$ cat config.mk
export PLATFORM = sky130hd
export DESIGN_NAME = cbd_ctrl_flat
export DESIGN_NICKNAME = d
export VERILOG_FILES = /design/src/rtl/cbd_ctrl_pkg.sv /design/src/rtl/cbd_ctrl_if.sv /design/src/rtl/cbd_ctrl.sv /design/src/flat_wrapper.sv
export SDC_FILE = /design/constraint.sdc
export NUM_CORES = 1
export LEC_CHECK = 0
export ABC_AREA = 1
export CAP_MARGIN = 40
export CORE_AREA = 2 2 108 110
export CTS_BUF_LIST = sky130_fd_sc_hd__clkbuf_2
export CTS_CLUSTER_SIZE = 10
export DETAILED_ROUTE_END_ITERATION = 8
export DIE_AREA = 0 0 110 112
export PLACE_DENSITY = 0.82
export SYNTH_ARGS = -nofsm -noshare
export SYNTH_HDL_FRONTEND = slang
export SYNTH_SLANG_ARGS = --single-unit
$ cat constraint.sdc
create_clock -name clk -period 2.79 [get_ports clk]
set_clock_uncertainty 0.05 [all_clocks]
set_input_delay 0.6975 -clock clk [delete_from_list [all_inputs] [get_ports clk]]
set_output_delay 0.6975 -clock clk [all_outputs]
set_load 0.1 [all_outputs]
$ cat src/rtl/cbd_ctrl_pkg.sv
// cbd_ctrl_pkg: shared widths, legality limits, state encoding and helpers for the cbd noise sequencer
package cbd_ctrl_pkg;
    localparam int KYBER_N = 256;
    localparam int DATA_W = 64;
    localparam int COEF_W = 48;
    localparam int ADDR_W = 7;
    localparam logic [2:0] K_MIN = 3'd2;
    localparam logic [2:0] K_MAX = 3'd4;
    localparam logic [1:0] ETA_MIN = 2'd2;
    localparam logic [1:0] ETA_MAX = 2'd3;
    localparam logic [4:0] COEF_BEATS = 5'd16;

    typedef enum logic [2:0] {
        S_IDLE   = 3'd0,
        S_REQ    = 3'd1,
        S_STREAM = 3'd2,
        S_DRAIN  = 3'd3,
        S_FIN    = 3'd4
    } state_t;

    function automatic logic [4:0] prf_beats(input logic [1:0] eta);
        return {eta, 3'b000};
    endfunction

    function automatic logic cfg_legal(input logic [2:0] k, input logic [1:0] eta1, input logic [1:0] eta2);
        return k >= K_MIN && k <= K_MAX && eta1 >= ETA_MIN && eta1 <= ETA_MAX && eta2 >= ETA_MIN && eta2 <= ETA_MAX;
    endfunction
endpackage

$ cat src/rtl/cbd_ctrl_if.sv
// cbd_ctrl_if: config, PRF, cbd and poly-RAM signals of the noise sequencer
interface cbd_ctrl_if;
    import cbd_ctrl_pkg::*;
    logic              start;
    logic [2:0]        k;
    logic [1:0]        eta1;
    logic [1:0]        eta2;
    logic [7:0]        nonce_base;
    logic              busy;
    logic              done;
    logic              err;
    logic              prf_req;
    logic [7:0]        prf_nonce;
    logic [4:0]        prf_len;
    logic [DATA_W-1:0] prf_data;
    logic              prf_valid;
    logic              prf_ready;
    logic [DATA_W-1:0] cbd_ibytes;
    logic              cbd_ibytes_valid;
    logic [1:0]        cbd_eta;
    logic              cbd_ibytes_ready;
    logic [COEF_W-1:0] cbd_coeffs;
    logic              cbd_coeffs_valid;
    logic              cbd_done;
    logic              mem_we;
    logic [ADDR_W-1:0] mem_addr;
    logic [COEF_W-1:0] mem_wdata;

    modport master (
        input  start, k, eta1, eta2, nonce_base, prf_data, prf_valid,
               cbd_ibytes_ready, cbd_coeffs, cbd_coeffs_valid, cbd_done,
        output busy, done, err, prf_req, prf_nonce, prf_len, prf_ready,
               cbd_ibytes, cbd_ibytes_valid, cbd_eta, mem_we, mem_addr, mem_wdata
    );

    modport slave (
        output start, k, eta1, eta2, nonce_base, prf_data, prf_valid,
               cbd_ibytes_ready, cbd_coeffs, cbd_coeffs_valid, cbd_done,
        input  busy, done, err, prf_req, prf_nonce, prf_len, prf_ready,
               cbd_ibytes, cbd_ibytes_valid, cbd_eta, mem_we, mem_addr, mem_wdata
    );
endinterface

$ cat src/rtl/cbd_ctrl.sv
// cbd_ctrl: issues one PRF stream per noise polynomial (k at eta1, k at eta2),
// forwards it into cbd and writes the coefficient beats contiguously to poly RAM.
module cbd_ctrl
    import cbd_ctrl_pkg::*;
(
    input logic        clk,
    input logic        rst_n,
    cbd_ctrl_if.master bus
);
    state_t     state;
    logic [2:0] k_q;
    logic [2:0] poly_idx;
    logic [1:0] eta1_q;
    logic [1:0] eta2_q;
    logic [7:0] base_q;
    logic [4:0] in_cnt;
    logic [4:0] out_cnt;
    logic       done_seen;
    logic       in_open;
    logic       xfer;
    logic [4:0] out_next;
    logic       poly_ok;
    logic       last;
    logic [2:0] next_idx;
    logic [1:0] next_eta;

    always_comb begin
        in_open              = state == S_STREAM && in_cnt < bus.prf_len;
        bus.cbd_ibytes       = state == S_STREAM ? bus.prf_data : '0;
        bus.cbd_ibytes_valid = in_open & bus.prf_valid;
        bus.prf_ready        = in_open & bus.cbd_ibytes_ready;
        xfer                 = bus.cbd_ibytes_valid & bus.cbd_ibytes_ready;
        bus.mem_we           = state != S_IDLE && bus.cbd_coeffs_valid && out_cnt < COEF_BEATS;
        bus.mem_addr         = bus.mem_we ? {poly_idx, out_cnt[3:0]} : '0;
        bus.mem_wdata        = bus.mem_we ? bus.cbd_coeffs : '0;
        out_next             = out_cnt + 5'(bus.mem_we);
        // cbd may finish on the same cycle as its 16th beat, or earlier than DRAIN
        poly_ok              = (done_seen | bus.cbd_done) && out_next == COEF_BEATS;
        last                 = {1'b0, poly_idx} == {k_q, 1'b0} - 4'd1;
        next_idx             = poly_idx + 3'd1;
        next_eta             = next_idx < k_q ? eta1_q : eta2_q;
    end

    always_ff @(posedge clk or negedge rst_n) begin
        if (!rst_n) begin
            state         <= S_IDLE;
            k_q           <= '0;
            poly_idx      <= '0;
            eta1_q        <= '0;
            eta2_q        <= '0;
            base_q        <= '0;
            in_cnt        <= '0;
            out_cnt       <= '0;
            done_seen     <= 1'b0;
            bus.busy      <= 1'b0;
            bus.done      <= 1'b0;
            bus.err       <= 1'b0;
            bus.prf_req   <= 1'b0;
            bus.prf_nonce <= '0;
            bus.prf_len   <= '0;
            bus.cbd_eta   <= '0;
        end else begin
            bus.done    <= 1'b0;
            bus.err     <= 1'b0;
            bus.prf_req <= 1'b0;
            out_cnt     <= (state == S_REQ ? 5'd0 : out_cnt) + 5'(bus.mem_we);
            case (state)
                S_IDLE: if (bus.start) begin
                    if (cfg_legal(bus.k, bus.eta1, bus.eta2)) begin
                        k_q           <= bus.k;
                        eta1_q        <= bus.eta1;
                        eta2_q        <= bus.eta2;
                        base_q        <= bus.nonce_base;
                        poly_idx      <= '0;
                        in_cnt        <= '0;
                        out_cnt       <= '0;
                        bus.busy      <= 1'b1;
                        bus.prf_req   <= 1'b1;
                        bus.prf_nonce <= bus.nonce_base;
                        bus.prf_len   <= prf_beats(bus.eta1);
                        bus.cbd_eta   <= bus.eta1;
                        state         <= S_REQ;
                    end else begin
                        bus.err <= 1'b1;
                    end
                end
                S_REQ: begin
                    in_cnt    <= '0;
                    done_seen <= 1'b0;
                    state     <= S_STREAM;
                end
                S_STREAM: begin
                    in_cnt    <= in_cnt + 5'(xfer);
                    done_seen <= done_seen | bus.cbd_done;
                    if (in_cnt == bus.prf_len) state <= S_DRAIN;
                end
                S_DRAIN: begin
                    done_seen <= done_seen | bus.cbd_done;
                    if (poly_ok && last) begin
                        bus.done <= 1'b1;
                        bus.busy <= 1'b0;
                        state    <= S_FIN;
                    end else if (poly_ok) begin
                        poly_idx      <= next_idx;
                        bus.prf_req   <= 1'b1;
                        bus.prf_nonce <= base_q + {5'd0, next_idx};
                        bus.prf_len   <= prf_beats(next_eta);
                        bus.cbd_eta   <= next_eta;
                        state         <= S_REQ;
                    end
                end
                S_FIN: state <= S_IDLE;
                default: state <= S_IDLE;
            endcase
        end
    end
endmodule

$ cat src/flat_wrapper.sv
// flat-port wrapper written by rule: the top's interface ports become plain ports
module cbd_ctrl_flat import cbd_ctrl_pkg::*;
  (clk, rst_n, bus_start, bus_k, bus_eta1, bus_eta2, bus_nonce_base, bus_prf_data, bus_prf_valid, bus_cbd_ibytes_ready, bus_cbd_coeffs, bus_cbd_coeffs_valid, bus_cbd_done, bus_busy, bus_done, bus_err, bus_prf_req, bus_prf_nonce, bus_prf_len, bus_prf_ready, bus_cbd_ibytes, bus_cbd_ibytes_valid, bus_cbd_eta, bus_mem_we, bus_mem_addr, bus_mem_wdata);
  cbd_ctrl_if bus_i ();
  input logic clk;
  input logic rst_n;
  input wire logic [$bits(bus_i.start)-1:0] bus_start;
  input wire logic [$bits(bus_i.k)-1:0] bus_k;
  input wire logic [$bits(bus_i.eta1)-1:0] bus_eta1;
  input wire logic [$bits(bus_i.eta2)-1:0] bus_eta2;
  input wire logic [$bits(bus_i.nonce_base)-1:0] bus_nonce_base;
  input wire logic [$bits(bus_i.prf_data)-1:0] bus_prf_data;
  input wire logic [$bits(bus_i.prf_valid)-1:0] bus_prf_valid;
  input wire logic [$bits(bus_i.cbd_ibytes_ready)-1:0] bus_cbd_ibytes_ready;
  input wire logic [$bits(bus_i.cbd_coeffs)-1:0] bus_cbd_coeffs;
  input wire logic [$bits(bus_i.cbd_coeffs_valid)-1:0] bus_cbd_coeffs_valid;
  input wire logic [$bits(bus_i.cbd_done)-1:0] bus_cbd_done;
  output wire logic [$bits(bus_i.busy)-1:0] bus_busy;
  output wire logic [$bits(bus_i.done)-1:0] bus_done;
  output wire logic [$bits(bus_i.err)-1:0] bus_err;
  output wire logic [$bits(bus_i.prf_req)-1:0] bus_prf_req;
  output wire logic [$bits(bus_i.prf_nonce)-1:0] bus_prf_nonce;
  output wire logic [$bits(bus_i.prf_len)-1:0] bus_prf_len;
  output wire logic [$bits(bus_i.prf_ready)-1:0] bus_prf_ready;
  output wire logic [$bits(bus_i.cbd_ibytes)-1:0] bus_cbd_ibytes;
  output wire logic [$bits(bus_i.cbd_ibytes_valid)-1:0] bus_cbd_ibytes_valid;
  output wire logic [$bits(bus_i.cbd_eta)-1:0] bus_cbd_eta;
  output wire logic [$bits(bus_i.mem_we)-1:0] bus_mem_we;
  output wire logic [$bits(bus_i.mem_addr)-1:0] bus_mem_addr;
  output wire logic [$bits(bus_i.mem_wdata)-1:0] bus_mem_wdata;
  assign bus_i.start = bus_start;
  assign bus_i.k = bus_k;
  assign bus_i.eta1 = bus_eta1;
  assign bus_i.eta2 = bus_eta2;
  assign bus_i.nonce_base = bus_nonce_base;
  assign bus_i.prf_data = bus_prf_data;
  assign bus_i.prf_valid = bus_prf_valid;
  assign bus_i.cbd_ibytes_ready = bus_cbd_ibytes_ready;
  assign bus_i.cbd_coeffs = bus_cbd_coeffs;
  assign bus_i.cbd_coeffs_valid = bus_cbd_coeffs_valid;
  assign bus_i.cbd_done = bus_cbd_done;
  assign bus_busy = bus_i.busy;
  assign bus_done = bus_i.done;
  assign bus_err = bus_i.err;
  assign bus_prf_req = bus_i.prf_req;
  assign bus_prf_nonce = bus_i.prf_nonce;
  assign bus_prf_len = bus_i.prf_len;
  assign bus_prf_ready = bus_i.prf_ready;
  assign bus_cbd_ibytes = bus_i.cbd_ibytes;
  assign bus_cbd_ibytes_valid = bus_i.cbd_ibytes_valid;
  assign bus_cbd_eta = bus_i.cbd_eta;
  assign bus_mem_we = bus_i.mem_we;
  assign bus_mem_addr = bus_i.mem_addr;
  assign bus_mem_wdata = bus_i.mem_wdata;
  cbd_ctrl u_core (.clk(clk), .rst_n(rst_n), .bus(bus_i));
endmodule
### Yosys cells after proc, flatten, opt, wreduce, memory -nomap -nowiden

Index checks and enable logic that the tools add are counted.

* word-level logic and storage cells: 121
* latch bits: 0
* RAM bits: 0
* input port bits: 134
* memory bits (read-only): 0
* flip-flop bits (word level): 51
* memories: 0

* muxes and demuxes: 52
* equality and inequality tests: 13
* shift operators: 0
* divide/modulo/power cells: 0
* reduce and logical (&&, ||, !) cells: 21
* bitwise logic cells: 4
* multiply operators: 0
* add/sub/neg operators: 6
* order comparisons: 9

Operators with widths (number)
* 64-bit two-way mux: 1
* 5-bit two-way mux: 10
* 48-bit two-way mux: 1
* 8-bit two-way mux: 4
* 3-bit two-way mux: 9
* 8-bit case mux with 2 select lines: 1
* 5-bit by 1-bit adder with 5-bit output: 3
* 5-bit case mux with 3 select lines: 1
* 1-bit two-way mux: 12
* 3-bit case mux with 4 select lines: 1
* 1-bit logical AND: 10
* 2-bit two-way mux: 5
* 5-bit case mux with 2 select lines: 1
* 8-bit by 3-bit adder with 8-bit output: 1
* 4-bit AND reduction: 2
* 7-bit two-way mux: 1
* 3-bit by 2-bit equality test with 1-bit output (second input constant): 2
* 2-bit by 1-bit inequality test with 1-bit output (second input constant): 3
* 2-bit inequality test (second input constant): 3
* 1-bit case mux with 2 select lines: 3
* 3-bit case mux with 2 select lines: 1
* 3-bit AND reduction: 2
* 3-bit nonzero test: 2
* 5-bit equality test: 1
* 20 further kinds: 25

### Logic depth before layout (Yosys ltp)

Gate-level depths: netlist of run 1.

* word-level depth: 9
* mapped depth: 19
* mapped depth without buffers: 18

### Worst setup path after synthesis of run 1

Ideal clock, no wire load.

* path type: input-to-reg
* from: in bus_cbd_coeffs_valid
* to: reg u_core.bus.prf_len[3]
* arrival: 3.860 ns
* stages on the path: 13
* path slack: -1.241 ns
* path through: nand3_2 -> buf_2 -> inv_1 -> ha_1 -> ha_1 -> or2_0 -> nor2_1 -> nand2_1 -> nor2_2 -> nand2_4 -> buf_6 -> nand3_1 -> nand2_1

* longest elaborated chain between the ends: 8
* elaborated cells between the ends (all ways): 9
* those cells by class: 1 x add/sub; 3 x eq/ne; 5 x reduce/logical

RTL lines
* start, declared: RTL line flat_wrapper.sv:16 `input wire logic [$bits(bus_i.cbd_coeffs_valid)-1:0] bus_cbd_coeffs_valid;`
* 1-bit logical AND * (2 in a row): RTL line cbd_ctrl.sv:33 `bus.mem_we = state != S_IDLE && bus.cbd_coeffs_valid && out_cnt < COEF_BEATS;`
* via bus_mem_we: RTL line flat_wrapper.sv:28 `output wire logic [$bits(bus_i.mem_we)-1:0] bus_mem_we;`
* 5-bit by 1-bit adder with 5-bit output *: RTL line cbd_ctrl.sv:36 `out_next = out_cnt + 5'(bus.mem_we);`
* 5-bit equality test *: RTL line cbd_ctrl.sv:38 `poly_ok = (done_seen | bus.cbd_done) && out_next == COEF_BEATS;`
* 1-bit logical AND *: RTL line cbd_ctrl.sv:38
* 1-bit logical AND: RTL line cbd_ctrl.sv:99 `if (poly_ok && last) begin`
* 2-bit inequality test (no source line)
* 5-bit AND reduction (no source line) *
* end signal, assigned: RTL line cbd_ctrl.sv:80 `bus.prf_len <= prf_beats(bus.eta1);`
* end signal, assigned: RTL line cbd_ctrl.sv:107 `bus.prf_len <= prf_beats(next_eta);`
* end, declared: RTL line cbd_ctrl_if.sv:32 `output busy, done, err, prf_req, prf_nonce, prf_len, prf_ready,`

Mark *: on every way through the listed nets, which the timed path passes. The rest lies on a longest branch.
A chain may end at the register's enable or synchronous reset.

### Final worst setup path of run 1

* from: in bus_cbd_coeffs_valid
* to: out bus_mem_addr[3]

* longest elaborated chain between the ends: 3

RTL lines
* 1-bit logical AND (2 in a row): RTL line cbd_ctrl.sv:33
* 7-bit two-way mux: RTL line cbd_ctrl.sv:34 `bus.mem_addr = bus.mem_we ? {poly_idx, out_cnt[3:0]} : '0;`
* end, declared: RTL line flat_wrapper.sv:29 `output wire logic [$bits(bus_i.mem_addr)-1:0] bus_mem_addr;`

Every way passes these cells.

==> summary.txt, run 1 <==
Run status
  • Outcome: finished clean

Clocking
  • CTS Root Cell: sky130_fd_sc_hd__clkbuf_2
  • Clock Sink Count: 46
  • Clock latency at the later pin of the worst-skew pair: 0.42 ns
  • CTS HTree Levels: 2
  • Maximum root-to-sink buffer count: 2
  • Num CTS Buffers: 5
  • Clock tree from TritonCTS: done
  • Post-CTS clock slew at the launch and capture registers of the worst setup and hold paths: around 0.22 ns

Floorplanning
  • Core area: 11,200 sq um
  • Effective utilization at floorplan: 32.0%
  • Overall die height: roughly 110 um
  • # rows: 39
  • I/O Pins: 275
  • Total die area: approximately 12,000 sq um
  • Horizontal die dimension: 110 um

Pwr
  • Sequential Power Share: around an eighth
  • Part of the power in combinational logic: 85.0%
  • Power dissipated by switching net loads: 5570 uW
  • Net switching share of the total power: roughly 63%
  • Overall power of the completed layout: between 8000 and 9000 uW
  • Power Density: 1100 nW/um^2
  • Clock power frac: around 3%
  • Cell-internal power: 3340 uW
  • Maximum vdd ir drop: 835 uV
  • Leak pwr: 0.00400 uW

Global routing
  • All-Layer GR Usage: 21.6%
  • Vias in the first global route: 4,073
  • GR Overflow Total: 0
  • Number of antenna violations at the first check in global routing: 2
  • Maximum number of pins on one net before global-route repair: 59
  • First-pass GRT wire length: around 21,000 um

Place
  • Routability Congestion: around 0.84
  • Half-perimeter wire length of the detailed placement result: 11,700 um
  • Input/output buffers: 271

STA
  • Fin crit share: 96.7%
  • Number of failing hold endpoints at the final stage: 0
  • Hold slack: 0.163 ns
  • Final Slew Violations: 0
  • Final critical delay including setup and external delays: between 2 and 3 ns
  • Count of final setup violators: 0
  • Max Fclk: ~0.37 GHz

Worst hold path
  • Hold Crit Class: primary input to asynchronous set/reset pin

Critical path
  • Worst reg2reg path endpoint: u_core.bus.prf_nonce[4]
  • Kind of cell with the highest combined delay on the critical path: buffers and inverters
  • Crit Reg-Reg Startpoint: u_core.state[2]
  • Top fanout value on the critical path: 27
  • WP buf/inv: 3
  • CP arrival: roughly 2.0 ns
  • Required time at the endpoint of the critical path: 2.04 ns
  • Class of the most critical setup path: primary input to output port
  • Highest-delay cell along the critical path: sky130_fd_sc_hd__clkdlybuf4s50_1
  • Crit end category: output port
  • Register-to-Register Setup Slack: 0.19 ns
  • Worst path max stage delay: 0.52 ns
  • Kind of launch point of the worst setup path: primary input
  • List of cells traversed by the critical path: clkdlybuf4s50_1 > nand3_4 > buf_16 > nor2_2 > buf_12
  • Worst reg-to-reg path cell count: 16

Finish
  • Total number of nets in the final design: 1,004
  • Final-layout fill cell count: roughly 800
  • Area Overhead vs Synth: 128%
  • Highest-count cells in the layout ignoring fill and taps: sky130_fd_sc_hd__inv_1 (154), sky130_fd_sc_hd__clkdlybuf4s50_1 (132), sky130_fd_sc_hd__buf_12 (123)
  • Fraction of layout instances using a drive strength above 1: 35.8%
  • Ant. Diodes: 0
  • Most common cell after layout, fill and taps aside: sky130_fd_sc_hd__inv_1

Synth
  • Share of synthesized registers carrying an async set or reset: 100%
  • Per-instance average area after synthesis: 6.13 sq um
  • Number of register bits inferred by synthesis: 46
  • Number of enable-type register cells in the synthesized netlist: 0
  • Sequential fraction of the synthesis area: between 30% and 40%
  • Syn Std Cell Area: around 3600 sq um
  • Library cell with the largest summed area after synthesis: sky130_fd_sc_hd__dfrtp_1
  • Cells after Synth: a little under 600
  • Share of the synthesized area in the top cell type: about a third
  • Cell variety after synth: 34
  • Synthesis Warnings: 0
  • Top flip-flop cell by instance count after synthesis: sky130_fd_sc_hd__dfrtp_1
  • Dominant cells by area after synthesis: sky130_fd_sc_hd__dfrtp_1 (32%), sky130_fd_sc_hd__inv_1 (16%), sky130_fd_sc_hd__nor2_1 (15%), sky130_fd_sc_hd__nand2_1 (10%), sky130_fd_sc_hd__ha_1 (5.3%)

Routing
  • Total wirelength of the detailed-routed design: 14,200 um
  • Antenna Violating Nets Remaining: 0
  • Routed wirelength normalized by instance count: 14.3 um
  • Number of DRC markers after the initial detailed-route iteration: 227
  • Via-per-instance ratio: 4.47
  • First-pass iteration count of the detailed router: 5
  • Vias: 4,457
  • Remaining routing DRC violations: 0

Job
  • Max-cap violation count: 0
logic make-up (layout without fill, tap and decap cells):
| group | count (synthesis) | in the layout | synth area share, % |
|---|---|---|---|
| flops | 46 | 46 | 32.2 |
| simple gates | 283 | 283 | 32.6 |
| other cells | 1 | 3 | 0.105 |
| xor+xnor | 7 | 7 | 1.72 |
| fa+ha+maj | 16 | 16 | 5.81 |
| buf+inv | 186 | 456 | 20.9 |
| compound gates | 44 | 44 | 6.62 |
cell type report:
cell class	instances	area [sq um]	share of cell area, %
Sequential cell	46	1150	14.2
Timing Repair Buffer	287	4100	50.4
Clock inverter	2	8.76	0.108
Inverter	161	608	7.47
Clock buffer	6	30.0	0.369
Tap cell	143	179	2.20
Multi-Input combinational cell	353	2060	25.3
synth_stat cells (3+ instances only):
library cell and number:
sky130_fd_sc_hd__clkbuf_1 5, sky130_fd_sc_hd__nor3_1 4, sky130_fd_sc_hd__nand2_1 96, sky130_fd_sc_hd__inv_1 155, sky130_fd_sc_hd__dfrtp_1 46, sky130_fd_sc_hd__a21oi_1 9
sky130_fd_sc_hd__o21ai_0 23, sky130_fd_sc_hd__xnor2_1 3, sky130_fd_sc_hd__nand3_1 27, sky130_fd_sc_hd__nor2_1 141, sky130_fd_sc_hd__buf_4 5, sky130_fd_sc_hd__ha_1 15
sky130_fd_sc_hd__o22ai_1 3, sky130_fd_sc_hd__inv_2 6, sky130_fd_sc_hd__xor2_1 4, sky130_fd_sc_hd__buf_2 13, sky130_fd_sc_hd__nor2_2 4, sky130_fd_sc_hd__o21ai_1 4
registers in the layout, summed over array words and instances (netlist names), 3 cells and up:
signal	count
u_core.out_cnt	5
u_core.k_q	3
u_core.in_cnt	5
u_core.state	3
u_core.base_q	8
u_core.bus.prf_nonce	8
u_core.poly_idx	3
worst reg2reg max path, delay by kind of cell, from the launching register on:
kind,cells,cell delay (ns)
flops,1,0.48
buf+inv,4,0.47
simple gates,10,1.13
fa+ha+maj,2,0.40
per-stage QoR:
stage / util, % / setup slack (ns) / setup TNS, ns / instances / area (sq um)
finish: 72.8 / 0.0918 / 0 / 998 / 8140
global route: 72.8 / -0.00180 / -0.00319 / 998 / 8140
CTS: 71.5 / 0.0199 / 0 / 993 / 7990
detailed placement: 71.0 / -0.258 / -10.45 / 985 / 7940
global placement: 71.0 / -0.201 / -8.35 / 985 / 7940
floorplan: - / -0.330 / -6.76 / 585 / 3910
layer usage:
layer / share of wire [%] / vias up / wire [um] / GRT usage (%)
met3: 9.8 / 20 / 1390 / 6.91
li1: - / 2222 / - / -
met2: 53 / 192 / 7540 / 38.2
met5: 0.19 / - / 27 / 0
met1: 35 / 2019 / 5040 / 24.9
met4: 1.6 / 4 / 233 / 5.32
worst max-delay path by stage:
stage	start	to	slack (ns)	cells past startpoint
detailed placement	bus_cbd_coeffs_valid	bus_mem_addr[3]	-0.26	5
finish	bus_cbd_coeffs_valid	bus_mem_addr[3]	0.09	5
global route	u_core.state[2]	u_core.state[0]	-0.002	16
global placement	bus_cbd_coeffs_valid	bus_mem_wdata[2]	-0.20	5
CTS	u_core.state[2]	bus_mem_addr[3]	0.02	8
floorplan	bus_cbd_coeffs_valid	u_core.bus.prf_len[3]	-0.33	13
power by group through the flow:
stage	Combinational (uW)	Sequential, uW	Clock, uW
2_1_floorplan	4350	1640	0
3_3_place_gp	7320	1070	0
3_5_place_dp	7390	1090	0
4_1_cts	7420	1070	278
5_1_grt	7870	1100	308
6_report	7570	1070	270
timing repair:
item / CTS / global route
hold endpoints to repair: 0 / 0
endpoints found under the setup margin: 54 / 98
pin swaps: 0 / 3
cloned: 0 / 3
hold buffers: 0 / 0
buffers inserted: 0 / 3
resized for setup: 3 / 20
Power figures use the tool's default switching activity.
==> run 2: changes to the inputs <==
--- a/config.mk
+++ b/config.mk
@@ -6,13 +6,14 @@
 export NUM_CORES = 1
 export LEC_CHECK = 0
 export ABC_AREA = 1
-export CAP_MARGIN = 40
-export CORE_AREA = 2 2 108 110
+export CAP_MARGIN = 10
+export CORE_ASPECT_RATIO = 2
+export CORE_MARGIN = 1.5
+export CORE_UTILIZATION = 32
 export CTS_BUF_LIST = sky130_fd_sc_hd__clkbuf_2
 export CTS_CLUSTER_SIZE = 10
 export DETAILED_ROUTE_END_ITERATION = 8
-export DIE_AREA = 0 0 110 112
-export PLACE_DENSITY = 0.82
+export PLACE_DENSITY = 0.84
 export SYNTH_ARGS = -nofsm -noshare
 export SYNTH_HDL_FRONTEND = slang
 export SYNTH_SLANG_ARGS = --single-unit
==> constraint.sdc (replaced) <==
create_clock -name clk -period 2.25 [get_ports clk]
set_clock_uncertainty 0.05 [all_clocks]
set_input_delay 0.5625 -clock clk [delete_from_list [all_inputs] [get_ports clk]]
set_output_delay 0.5625 -clock clk [all_outputs]
set_load 0.005 [all_outputs]
==> run 2 against run 1 <==
The run now ends with negative setup slack left. Wire length grew 18%. Combinational power is 34% lower. First-iteration DRC count is 30% lower. Sequential power rose by 26%. Worst hold slack gained 0.28 ns. Final area down 6.0%. Global-route usage is 2.4 points higher. Worst setup slack worse by 0.51 ns. Critical path depth increased by 12. Critical endpoint is now u_core.bus.prf_len[3]. Largest cell class unchanged. Largest power group unchanged.
==> summary.txt, run 2 (synthesized netlist as in run 1, its figures left out) <==
Routing
  • Antenna Violating Nets Remaining: 0
  • Via-per-instance ratio: 4.65
  • Routed wirelength normalized by instance count: 15.7 um
  • First-pass iteration count of the detailed router: 4
  • Total wirelength of the detailed-routed design: 16,800 um
  • Number of DRC markers after the initial detailed-route iteration: 160
  • Remaining routing DRC violations: 0
  • Vias: 4,977

Clocking
  • CTS HTree Levels: 2
  • CTS Root Cell: sky130_fd_sc_hd__clkbuf_2
  • Post-CTS clock slew at the launch and capture registers of the worst setup and hold paths: 0.28 ns
  • Clock latency at the later pin of the worst-skew pair: a little under 0.5 ns
  • Clock tree from TritonCTS: done
  • Maximum root-to-sink buffer count: 2
  • Num CTS Buffers: 5
  • Clock Sink Count: between 40 and 50

Worst hold path
  • Hold Crit Class: primary input to asynchronous set/reset pin

STA
  • Number of failing hold endpoints at the final stage: 0
  • Setup Total Neg Slack: -34.59 ns
  • Hold slack: 0.441 ns
  • Final Slew Violations: 0
  • Setup repair after global routing missed its margin: yes
  • Max Fclk: roughly 0.37 GHz
  • Count of final setup violators: 143
  • Final critical delay including setup and external delays: between 2 and 3 ns
  • Fin crit share: 119%
  • Final worst setup slack: -0.417 ns

Global routing
  • Vias in the first global route: about 4.6k
  • GR Overflow Total: 0
  • Maximum number of pins on one net before global-route repair: 31
  • All-Layer GR Usage: about a quarter
  • Number of antenna violations at the first check in global routing: 0
  • First-pass GRT wire length: roughly 23,000 um

Critical path
  • List of cells traversed by the critical path: buf_6 > inv_4 > nand2_4 > nor2_4 > inv_2 > nand3_4 > inv_4 > ha_4 > ha_4 > or2_4 > nor2_4 > nand2_2 > nor2_4 > nand2_8 > clkbuf_16 > nand3_2 > nand2_1
  • Top fanout value on the critical path: 8
  • Kind of launch point of the worst setup path: flop
  • Worst path max stage delay: 0.47 ns
  • Class of the most critical setup path: flop to flop
  • Crit end category: flop
  • Highest-delay cell along the critical path: sky130_fd_sc_hd__dfrtp_1
  • Required time at the endpoint of the critical path: 2.62 ns
  • CP arrival: 3.04 ns
  • Cell occurring most often along the worst timing path: sky130_fd_sc_hd__nor2_4

Pwr
  • Leak pwr: ~0.0041 uW
  • Maximum vdd ir drop: 841 uV
  • Power Density: between 800 and 900 nW/um^2

Finish
  • Most common cell after layout, fill and taps aside: sky130_fd_sc_hd__inv_1
  • Largest registers: u_core.base_q x8, u_core.bus.prf_nonce x8
  • Area Overhead vs Synth: 114%
  • Highest-count cells in the layout ignoring fill and taps: sky130_fd_sc_hd__inv_1 (152), sky130_fd_sc_hd__clkdlybuf4s50_1 (148), sky130_fd_sc_hd__nand2_1 (90)
  • Final cell area excluding filler cells: between 7000 and 8000 sq um
  • Total number of nets in the final design: 1,080
  • Ant. Diodes: 0
  • Fraction of layout instances using a drive strength above 1: roughly 40%

Floorplanning
  • I/O Pins: 275
  • # rows: 54
  • Overall die height: 152 um
  • Effective utilization at floorplan: 32.9%
  • Core area: between 10,000 and 15,000 sq um
  • Total die area: approximately 12,000 sq um
  • Horizontal die dimension: 77.7 um

Job
  • Max-cap violation count: 0

Run status
  • Violated checks: negative setup slack
  • Outcome: finished with violations

Place
  • Worst Setup Slack post-DPL: -0.448 ns
  • Post-placement cell area: 6750 sq um
  • Routability Congestion: 0.848
  • Half-perimeter wire length of the detailed placement result: 11,500 um
  • Input/output buffers: 271
## run 2: cell count changes in the layout (fill, tap and decap cells not counted), moves of 5 or more
cell,previous run,this run
sky130_fd_sc_hd__buf_12,123,10
sky130_fd_sc_hd__buf_2,1,83
sky130_fd_sc_hd__nor2_2,119,39
sky130_fd_sc_hd__nor2_4,6,59
sky130_fd_sc_hd__buf_6,1,36
sky130_fd_sc_hd__nor2_1,21,48
sky130_fd_sc_hd__clkbuf_2,6,32
sky130_fd_sc_hd__buf_4,26,44
sky130_fd_sc_hd__clkdlybuf4s50_1,132,148
sky130_fd_sc_hd__nand3_1,27,15
sky130_fd_sc_hd__nand3_2,0,11
sky130_fd_sc_hd__clkbuf_16,2,8
sky130_fd_sc_hd__nand2_1,95,90
## run 2: critical path: cells and delay by family, from the launching register on
family	cells	cell delay (ns)
adder cells (fa/ha/maj)	2	0.37
flip-flops	1	0.47
buffers and inverters	5	0.51
AND/OR/NAND/NOR	10	1.18
## run 2: area by class of cell
cell class	instances	area (sq um)
repair buffers	362	3250
fillers	841	3230
multi-input cells	354	2420
flip-flops and latches	46	1150
inverters	161	612
well taps	140	175
clock buffers	5	25.0
clock inverters	3	21.3
## run 2: where the power goes
part	total (uW)	switching [uW]	internal, uW	leakage (uW)
clock	381	305	76.1	0.0000289
sequential	1350	242	1110	0.000583
combinational	5020	2390	2620	0.00351
## run 2: worst paths after layout
kind / from / endpoint / slack [ns] / cells after the start
max in group asynchronous: rst_n / u_core.bus.prf_req / 1.09 / 3
worst min register to register: u_core.eta2_q[1] / u_core.eta2_q[1] / 0.46 / 2
min in group clk: u_core.eta2_q[1] / u_core.eta2_q[1] / 0.46 / 2
worst max-delay path: u_core.state[2] / u_core.bus.prf_len[3] / -0.42 / 17
worst min-delay path: rst_n / u_core.state[2] / 0.44 / 2
worst max register to register: u_core.state[2] / u_core.bus.prf_len[3] / -0.42 / 17
## run 2: metrics by stage
stage,instances,total power (uW),utilization (%)
after floorplan,585,2910,-
after global placement,1010,4920,62.1
after detailed placement,1010,5020,62.1
after CTS,1038,5620,63.2
after global routing,1071,7180,70.3
final,1071,6750,70.3
## run 2: timing repair
action                                  CTS  global route
pin swaps                                 6            22
endpoints found under the setup margin  141           147
hold buffers                              1             0
gates resized for setup                 312           381
hold endpoints to repair                 15             0
gates cloned                              3            10
setup buffers                            16            32
## run 2: layer usage
layer	share of wire [%]	wire, um	vias up	GRT usage [%]
li1	-	-	2373	-
met1	32	5330	2307	23.2
met2	56	9350	248	45.9
met3	9.4	1580	49	7.66
met4	3.4	578	0	8.48
met5	0	0	-	0
==> run 3: changes to the inputs <==
--- a/config.mk
+++ b/config.mk
@@ -13,6 +13,7 @@
 export CTS_BUF_LIST = sky130_fd_sc_hd__clkbuf_2
 export CTS_CLUSTER_SIZE = 10
 export DETAILED_ROUTE_END_ITERATION = 8
+export MAX_ROUTING_LAYER = met4
 export PLACE_DENSITY = 0.84
 export SYNTH_ARGS = -nofsm -noshare
 export SYNTH_HDL_FRONTEND = slang
==> run 3 against run 2 <==
The flow still finishes with violations (negative setup slack). Worst hold slack improved by 0.012 ns. Worst setup slack got worse by 0.065 ns. Wire length decreased by 1.7%. Total power increased by 0.21%. Non-clock buffer count increased by 7. Critical path depth increased by 1. Via count decreased by 0.50%. Global-route usage increased by 0.62 points. Die area unchanged. Highest routed layer unchanged.
==> summary.txt, run 3 (synthesized netlist as in run 1, its figures left out) <==
Clocking
  • Clock tree from TritonCTS: done
  • CTS HTree Levels: 2
  • Clock latency at the later pin of the worst-skew pair: 0.49 ns
  • Post-CTS clock slew at the launch and capture registers of the worst setup and hold paths: 0.28 ns
  • Num CTS Buffers: 5
  • CTS Root Cell: sky130_fd_sc_hd__clkbuf_2
  • Clock Sink Count: 46
  • Maximum root-to-sink buffer count: 2

Finish
  • Largest registers: u_core.base_q x8, u_core.bus.prf_nonce x8
  • Post-Route Utilization: between 70% and 80%
  • Area Overhead vs Synth: 114%
  • Most common cell after layout, fill and taps aside: sky130_fd_sc_hd__inv_1
  • Footprint of the flip-flops and latches: 1150 sq um
  • Total number of nets in the final design: 1,087
  • Final-layout fill cell count: roughly 840
  • Fraction of layout instances using a drive strength above 1: 39.0%
  • Post-route insts no fill: about 1.1k
  • Area used by multi-input combinational logic: 2370 sq um
  • Ant. Diodes: 0
  • Highest-count cells in the layout ignoring fill and taps: sky130_fd_sc_hd__inv_1 (152), sky130_fd_sc_hd__clkdlybuf4s50_1 (148), sky130_fd_sc_hd__buf_2 (90)

Critical path
  • Top fanout value on the critical path: 8
  • Crit Reg-Reg Startpoint: u_core.state[2]
  • CP arrival: 3.06 ns
  • Crit end category: flop
  • Class of the most critical setup path: flop to flop
  • Register-to-Register Setup Slack: -0.48 ns
  • Worst reg-to-reg path cell count: 18
  • Required time at the endpoint of the critical path: 2.58 ns
  • Kind of launch point of the worst setup path: flop
  • Worst reg2reg path endpoint: u_core.bus.prf_nonce[6]

Place
  • Input/output buffers: 271
  • DP Cell Count: between 1k and 1.5k
  • Routability Congestion: 0.861
  • Half-perimeter wire length of the detailed placement result: about 12,000 um

Global routing
  • Maximum number of pins on one net before global-route repair: 31
  • Met1 track demand over resource in global routing: 22.9%
  • Routing usage on met2: 45.8%
  • Routing usage on met3: 7.66%
  • GR Overflow Total: 0
  • Routing layer with the top usage in global route: met2
  • Vias in the first global route: 4,604
  • All-Layer GR Usage: ~25%
  • Number of antenna violations at the first check in global routing: 0
  • First-pass GRT wire length: 22,500 um

Routing
  • Antenna Violating Nets Remaining: 0
  • First-pass iteration count of the detailed router: 5
  • Number of DRC markers after the initial detailed-route iteration: 177
  • Vias: 4,952
  • Total wirelength of the detailed-routed design: 16,500 um
  • Via-per-instance ratio: approximately 4.6
  • Remaining routing DRC violations: 0
  • Routed wirelength normalized by instance count: 15.3 um

Floorplanning
  • Core area: 10,900 sq um
  • Horizontal die dimension: ~78 um
  • Overall die height: 152 um
  • Effective utilization at floorplan: 32.9%
  • Total die area: 11,800 sq um
  • I/O Pins: approximately 280
  • # rows: 54

STA
  • Count of final setup violators: 141
  • Max Fclk: 0.366 GHz
  • Fin crit share: 121%
  • Final critical delay including setup and external delays: 2.73 ns
  • Setup repair after global routing missed its margin: yes
  • Number of failing hold endpoints at the final stage: 0
  • Final worst setup slack: -0.482 ns
  • Setup Total Neg Slack: -38.26 ns
  • Final Slew Violations: 0

Pwr
  • Maximum vdd ir drop: 799 uV
  • Power Density: 883 nW/um^2
  • Overall power of the completed layout: 6770 uW
  • Leak pwr: 0.00418 uW

Worst hold path
  • Hold Crit Class: primary input to asynchronous set/reset pin

Run status
  • Outcome: finished with violations
  • Violated checks: negative setup slack

Job
  • Max-cap violation count: 0
## run 3: cell type report
type,count,area share (%)
timing repair buffer,369,43.1
multi-input combinational,354,31.0
sequential,46,15.0
inverter,161,8.02
tap,140,2.29
clock buffer,5,0.327
clock inverter,3,0.278
## run 3: worst max-delay path by stage
stage	start	end	depth (start not counted)
global placement	bus_cbd_coeffs_valid	bus_mem_addr[4]	5
detailed placement	bus_cbd_coeffs_valid	u_core.bus.prf_nonce[4]	13
floorplan	u_core.state[2]	u_core.bus.prf_len[3]	17
CTS	u_core.state[1]	bus_cbd_ibytes[12]	8
finish	u_core.state[2]	u_core.bus.prf_nonce[6]	18
global route	u_core.state[2]	u_core.bus.prf_nonce[6]	18
## run 3: timing repair
item / 4_1_cts / 5_1_grt
setup buffers: 16 / 38
hold buffers: 1 / 0
gates cloned: 3 / 10
hold endpoints to repair: 15 / 0
gates resized for setup: 312 / 356
endpoints found under the setup margin: 141 / 147
pin swaps: 6 / 30
## run 3: where the power goes
| part | switching, uW | internal, uW | total [uW] |
|---|---|---|---|
| clock | 302 | 76.1 | 378 |
| combinational | 2360 | 2670 | 5030 |
| sequential | 241 | 1110 | 1350 |
## run 3: routing by layer
| layer | vias to the layer above | part of all wire (%) |
|---|---|---|
| met5 | - | 0 |
| met4 | 0 | 2.8 |
| met3 | 41 | 8.5 |
| met2 | 213 | 55 |
| met1 | 2310 | 33 |
| li1 | 2388 | - |
## run 3: worst max-delay path: stages (launching register included)
cell and delay [ns]:
sky130_fd_sc_hd__dfrtp_1 0.47, sky130_fd_sc_hd__buf_6 0.13, sky130_fd_sc_hd__inv_4 0.05, sky130_fd_sc_hd__nand2_4 0.05, sky130_fd_sc_hd__nor2_4 0.10, sky130_fd_sc_hd__inv_2 0.07, sky130_fd_sc_hd__nand3_4 0.10, sky130_fd_sc_hd__buf_12 0.13
sky130_fd_sc_hd__inv_6 0.03, sky130_fd_sc_hd__ha_4 0.16, sky130_fd_sc_hd__ha_4 0.20, sky130_fd_sc_hd__or2_4 0.24, sky130_fd_sc_hd__nor2_4 0.10, sky130_fd_sc_hd__nand2_4 0.06, sky130_fd_sc_hd__nor2_4 0.21, sky130_fd_sc_hd__nand2_8 0.14
sky130_fd_sc_hd__buf_12 0.19, sky130_fd_sc_hd__nand3_2 0.05, sky130_fd_sc_hd__nand2_1 0.05
## run 3: per-stage QoR
step                instance area (sq um)  hold slack, ns  setup slack (ns)
floorplan                            3680           0.217            -0.127
global placement                     6750           0.387            -0.428
detailed placement                   6750           0.396            -0.448
finish                               7660           0.453            -0.482
global route                         7660           0.465            -0.572
CTS                                  6880           0.447            -0.517
